$ cat src/rtl/cs_mux_pkg.sv
// Shared types and sizing helpers for the break-before-make mux controller.
package cs_mux_pkg;

  typedef enum logic [1:0] {
    ST_IDLE  = 2'd0,
    ST_BREAK = 2'd1,
    ST_APPLY = 2'd2,
    ST_MAKE  = 2'd3
  } state_e;

  // Width of the mux index field; a single mux still gets a 1-bit field.
  function automatic int idx_w(input int num_mux);
    return (num_mux > 1) ? $clog2(num_mux) : 1;
  endfunction

  // Counter width able to hold the longer of the two phase lengths.
  function automatic int cnt_w(input int bbm, input int settle);
    return $clog2(((bbm > settle) ? bbm : settle) + 1);
  endfunction

  // Bit offset of mux k inside the packed select bus.
  function automatic int mux_field(input int k, input int sel_w);
    return k * sel_w;
  endfunction

endpackage

$ cat src/rtl/cs_mux_timer.sv
// Loadable down-counter with a zero flag, shared by the break and settle phases.
module cs_mux_timer #(
  parameter int CW = 4
) (
  input  logic          aclk,
  input  logic          aresetn,
  input  logic          load,
  input  logic [CW-1:0] load_val,
  output logic          zero
);

  logic [CW-1:0] cnt;

  // Load on phase entry, otherwise count down and hold at zero.
  always_ff @(posedge aclk or negedge aresetn) begin
    if (!aresetn) begin
      cnt <= '0;
    end else if (load) begin
      cnt <= load_val;
    end else if (cnt != '0) begin
      cnt <= cnt - CW'(1);
    end
  end

  assign zero = (cnt == '0);

endmodule

$ cat src/rtl/cs_mux_bbm.sv
// Chip-select / mux controller with break-before-make sequencing.
//
// state    | meaning
// ---------+------------------------------------------------------------
// ST_IDLE  | ready for a command; pins hold the active route (or all off)
// ST_BREAK | all enables released, waiting BBM_CYCLES before reselecting
// ST_APPLY | select of the target mux just changed; enable it next edge
// ST_MAKE  | target enabled, waiting SETTLE_CYCLES before reporting done
module cs_mux_bbm
  import cs_mux_pkg::*;
#(
  parameter int NUM_MUX       = 2,
  parameter int SEL_W         = 3,
  parameter int BBM_CYCLES    = 4,
  parameter int SETTLE_CYCLES = 8,
  parameter int MUX_IDX_W     = idx_w(NUM_MUX)
) (
  input  logic                     aclk,
  input  logic                     aresetn,
  input  logic                     cfg_valid,
  output logic                     cfg_ready,
  input  logic                     cfg_en,
  input  logic [MUX_IDX_W-1:0]     cfg_mux,
  input  logic [SEL_W-1:0]         cfg_sel,
  output logic [NUM_MUX-1:0]       oen,
  output logic [NUM_MUX*SEL_W-1:0] mux,
  output logic                     busy,
  output logic                     done,
  output logic                     err
);

  localparam int          CW        = cnt_w(BBM_CYCLES, SETTLE_CYCLES);
  localparam logic [31:0] NUM_MUX_U = 32'(NUM_MUX);

  state_e                 state, state_nxt;
  logic [MUX_IDX_W-1:0]   tgt_mux;
  logic [SEL_W-1:0]       tgt_sel;
  logic                   act_vld;
  logic [NUM_MUX-1:0]     tgt_onehot;
  logic                   cmd_acc, cmd_bad, cmd_same;
  logic                   tmr_load, tmr_zero;
  logic [CW-1:0]          tmr_val;
  logic                   ready_q, busy_q;

  // tgt_mux/tgt_sel double as the active record while act_vld is set.
  assign cmd_acc  = cfg_valid && (state == ST_IDLE);
  assign cmd_bad  = 32'(cfg_mux) >= NUM_MUX_U;
  assign cmd_same = act_vld && (cfg_mux == tgt_mux) && (cfg_sel == tgt_sel);

  // Next state and timer loads at each timed phase entry.
  always_comb begin
    state_nxt = state;
    tmr_load  = 1'b0;
    tmr_val   = '0;
    case (state)
      ST_IDLE: begin
        if (cmd_acc && !cmd_bad && cfg_en && !cmd_same) begin
          state_nxt = ST_BREAK;
          tmr_load  = 1'b1;
          tmr_val   = CW'(BBM_CYCLES - 1);
        end
      end
      ST_BREAK: begin
        if (tmr_zero) state_nxt = ST_APPLY;
      end
      ST_APPLY: begin
        state_nxt = ST_MAKE;
        tmr_load  = 1'b1;
        tmr_val   = CW'(SETTLE_CYCLES - 1);
      end
      ST_MAKE: begin
        if (tmr_zero) state_nxt = ST_IDLE;
      end
      default: state_nxt = ST_IDLE;
    endcase
  end

  // Decode the latched target index into a one-hot mask.
  always_comb begin
    tgt_onehot = '0;
    for (int k = 0; k < NUM_MUX; k++) begin
      tgt_onehot[k] = (32'(tgt_mux) == 32'(k));
    end
  end

  cs_mux_timer #(.CW(CW)) u_timer (
    .aclk     (aclk),
    .aresetn  (aresetn),
    .load     (tmr_load),
    .load_val (tmr_val),
    .zero     (tmr_zero)
  );

  // State register with registered ready/busy derived from the next state.
  always_ff @(posedge aclk or negedge aresetn) begin
    if (!aresetn) begin
      state   <= ST_IDLE;
      ready_q <= 1'b1;
      busy_q  <= 1'b0;
    end else begin
      state   <= state_nxt;
      ready_q <= (state_nxt == ST_IDLE);
      busy_q  <= (state_nxt != ST_IDLE);
    end
  end

  assign cfg_ready = ready_q;
  assign busy      = busy_q;

  // Pin drive, status pulses and the active record.
  always_ff @(posedge aclk or negedge aresetn) begin
    if (!aresetn) begin
      oen     <= '1;
      mux     <= '0;
      done    <= 1'b0;
      err     <= 1'b0;
      tgt_mux <= '0;
      tgt_sel <= '0;
      act_vld <= 1'b0;
    end else begin
      done <= 1'b0;
      err  <= 1'b0;
      case (state)
        ST_IDLE: begin
          if (cmd_acc) begin
            if (cmd_bad) begin
              err <= 1'b1;
            end else if (!cfg_en) begin
              oen     <= '1;
              done    <= 1'b1;
              act_vld <= 1'b0;
            end else if (cmd_same) begin
              done <= 1'b1;
            end else begin
              tgt_mux <= cfg_mux;
              tgt_sel <= cfg_sel;
              oen     <= '1;
              act_vld <= 1'b0;
            end
          end
        end
        ST_BREAK: begin
          // Every enable is high here, so reselecting cannot glitch a live path.
          if (tmr_zero) begin
            for (int k = 0; k < NUM_MUX; k++) begin
              if (tgt_onehot[k]) mux[mux_field(k, SEL_W) +: SEL_W] <= tgt_sel;
            end
          end
        end
        ST_APPLY: begin
          oen <= ~tgt_onehot;
        end
        ST_MAKE: begin
          if (tmr_zero) begin
            done    <= 1'b1;
            act_vld <= 1'b1;
          end
        end
        default: ;
      endcase
    end
  end

endmodule
$ cat config.mk
export PLATFORM = sky130hd
export DESIGN_NAME = cs_mux_bbm
export DESIGN_NICKNAME = d
export VERILOG_FILES = /design/src/rtl/cs_mux_pkg.sv /design/src/rtl/cs_mux_timer.sv /design/src/rtl/cs_mux_bbm.sv
export SDC_FILE = /design/constraint.sdc
export NUM_CORES = 1
export LEC_CHECK = 0
export ABC_AREA = 1
export CAP_MARGIN = 20
export CORE_MARGIN = 2
export CORE_UTILIZATION = 56
export CTS_CLUSTER_DIAMETER = 40
export DETAILED_ROUTE_END_ITERATION = 8
export PLACE_DENSITY = 0.93
export SYNTH_ARGS = -nofsm -noshare
export SYNTH_HDL_FRONTEND = slang
export SYNTH_HIERARCHICAL = 1
export SYNTH_SLANG_ARGS = --single-unit
$ cat constraint.sdc
create_clock -name aclk -period 2.9 [get_ports aclk]
set_input_delay 0.58 -clock aclk [delete_from_list [all_inputs] [get_ports aclk]]
set_output_delay 0.58 -clock aclk [all_outputs]
set_load 0.1 [all_outputs]
==> out/qor.txt <==
Xor/xnor cell area share of the yosys netlist -> 0.706%
Gr ovfl total -> 0
Hold crit path type -> flip-flop to flip-flop
GRT Util Overall -> 21.5%
Normalized max-slew margin -> 38.0%
Synth Area in Simple Gates -> 29.7%
Count of state elements after synthesis -> 22
Clock root cell -> clkbuf_4
Crit path DAT -> 2.31 ns
Cells on worst reg2reg path -> 11
CTS Buf Count -> 3
Worst slew pin tran -> 0.927 ns
Worst skew pair latency -> 0.31 ns
Worst r2r src -> state[0]
Final core occ -> 68.2%
Compound-Gate Fraction of Synth Area -> 8.87%
Synthesized netlist cell count -> 164
Layout cell share with drive strength beyond 1 -> 17.1%
Main combinational cell family by area after synthesis -> simple AND/OR/NAND/NOR gates
Vias in the first global route -> 1058
Area Growth Syn to Fin -> 18.0%
Final number of max-transition violations -> 0
Endpoints failing setup -> 0
Achievable Freq -> 475 MHz
Average cell area after synthesis -> 7.57 sq um
I/O Pins -> 20
DP Wirelength -> 1900 microns
Placed inst area -> 1430 sq um
Drt wl/cell -> 11.7 microns
Hold buffer count at cts -> 0
Status -> finished, final reports clean
Setup crit start kind -> input pin
Count of final hold-check violations -> 0
Hold path startpoint -> oen[1]
Vias/cell -> 5.15
Mux cell area share after synthesis -> 0%
First-pass GRT wire length -> 4220 microns
Crit path kind -> input pin to flip-flop
Die height -> 51.1 microns
CTS sink cnt -> 22
Setup Fix Bufs, Post-CTS -> 0
Drt drc -> 0
Vias after detailed routing -> 1107
Final instance area -> 1470 sq um
Seq/Total Area, Yosys -> 44.7%
Hold Path End -> oen[1]
WP data required -> 3.10 ns
RSZ-0062 raised after global routing -> false
Max-Cap Viols -> 0
DRT antenna net count -> 0
Final Critical Period -> 2.11 ns
Clock Skews -> 0.00467 ns
Final #Nets -> 202
Hold Path Stages -> 2
Synth warn -> 6
Total wire length -> 2510 microns
Starting density of the core -> 57.8%
CP Max Fanout -> 12
Fin crit share -> 72.6%
Setup TNS -> 0 ns
RePlAce Congestion -> 0.831
Fillcell total -> 173
Die area -> 2610 sq um
Post-Syn Area -> 1240 sq um
Reg2Reg Setup Slack -> 0.99 ns
R2r endpoint -> u_timer/cnt[3]
Core area -> 2150 sq um
Core Rows -> 17
Cts repair resizes -> 0
CP startpoint -> cfg_mux
Largest net degree at the start of global routing -> 22
Initial antenna violation count -> 0
Die width -> 51.1 microns
Adder-cell area share of the yosys netlist -> 6.05%
Synth unique cells -> 21
N_diodes -> 0
Router iterations before antenna repair -> 4
Port Buf Inserts -> 18
First DRT Iteration DRCs -> 30
Clock transition at the registers of the reported paths -> 0.12 ns
H-tree Lvls -> 1
Max Root-Sink Buffers -> 2
CTS tree -> done
Setup crit end kind -> flip-flop
routing by layer:
layer  GRT usage, %  share of wire [%]
met1           24.5                 42
met2           40.0                 52
met3           3.80                4.6
met4           7.21                1.7
met5              0                  0
state kept, by name, summed over array words and instances (netlist names):
name         count
state            2
act_vld          1
mux              6
u_timer/cnt      4
cfg_ready        1
tgt_sel          3
done             1
busy             1
tgt_mux          1
oen              2
placed cells by master, fill, tap and decap left out:
master,Yosys,final
nand2_1,54,54
inv_1,26,26
dfrtp_1,19,19
o21ai_0,16,16
buf_4,1,13
nand3_1,9,9
nor2_1,8,8
clkdlybuf4s50_1,0,7
ha_1,6,6
a21oi_1,5,5
nor2_2,3,3
nand3_2,3,3
nand2_2,3,3
dfstp_2,3,3
clkbuf_4,0,3
conb_1,1,2
inv_2,1,1
nor3_1,1,1
o21ai_1,1,1
nand4_2,1,1
or2_2,1,1
clkbuf_8,0,1
xnor2_1,1,1
area by class of cell:
cell class | count | area [sq um] | area share [%]
inverters | 27 | 101 | 6.92
repair buffers | 20 | 168 | 11.4
flip-flops and latches | 22 | 554 | 37.8
clock buffers | 4 | 36.3 | 2.48
well taps | 28 | 35.0 | 2.39
multi-input cells | 114 | 571 | 38.9
stage by stage:
stage,std cells,hold WS (ns),setup WS [ns]
after floorplan,165,0.284,1.22
after global placement,211,0.454,0.617
after detailed placement,211,0.461,0.481
after CTS,215,0.479,0.799
after global routing,215,0.488,0.599
final,215,0.477,0.793
worst max-delay path, cell delays in order:
cell	delay (ns)
clkdlybuf4s50_1	0.53
inv_1	0.07
nand2_1	0.09
nand2_1	0.07
nor2_2	0.09
nand3_2	0.09
nand2_2	0.19
nand2_1	0.20
inv_1	0.14
nand3_2	0.11
nand2_1	0.07
o21ai_0	0.08
worst max path at each step:
stage / to / slack [ns] / cells after the start
after floorplan: u_timer/cnt[0] / 1.22 / 12
after global placement: u_timer/cnt[0] / 0.62 / 12
after detailed placement: u_timer/cnt[0] / 0.48 / 12
after CTS: u_timer/cnt[0] / 0.80 / 12
after global routing: u_timer/cnt[0] / 0.60 / 12
final: u_timer/cnt[0] / 0.79 / 12
synth_stat cells:
| cell type | n | area, sq um |
|---|---|---|
| nand2_1 | 54 | 203 |
| nor2_1 | 8 | 30.0 |
| o21ai_0 | 16 | 80.1 |
| a21oi_1 | 5 | 25.0 |
| or2_2 | 1 | 6.26 |
| nand3_1 | 9 | 45.0 |
| ha_1 | 6 | 75.1 |
| nand3_2 | 3 | 30.0 |
| conb_1 | 1 | 3.75 |
| buf_4 | 1 | 7.51 |
| dfstp_2 | 3 | 78.8 |
| nand4_2 | 1 | 12.5 |
| nor2_2 | 3 | 18.8 |
| dfrtp_1 | 19 | 475 |
| o21ai_1 | 1 | 5.00 |
| nor3_1 | 1 | 5.00 |
| inv_1 | 26 | 97.6 |
| buf_6 | 1 | 11.3 |
| nand2_2 | 3 | 18.8 |
| xnor2_1 | 1 | 8.76 |
| inv_2 | 1 | 3.75 |
cells by family (layout without fill, tap and decap cells):
family / Yosys count / after routing
other cells: 1 / 2
flops: 22 / 22
fa+ha+maj: 6 / 6
buf+inv: 29 / 51
simple gates: 83 / 83
xor+xnor: 1 / 1
compound gates: 22 / 22
Power is left out: the tool's default activity adds up to more than one toggle a clock period on the data nets, which glitch-free logic cannot reach.
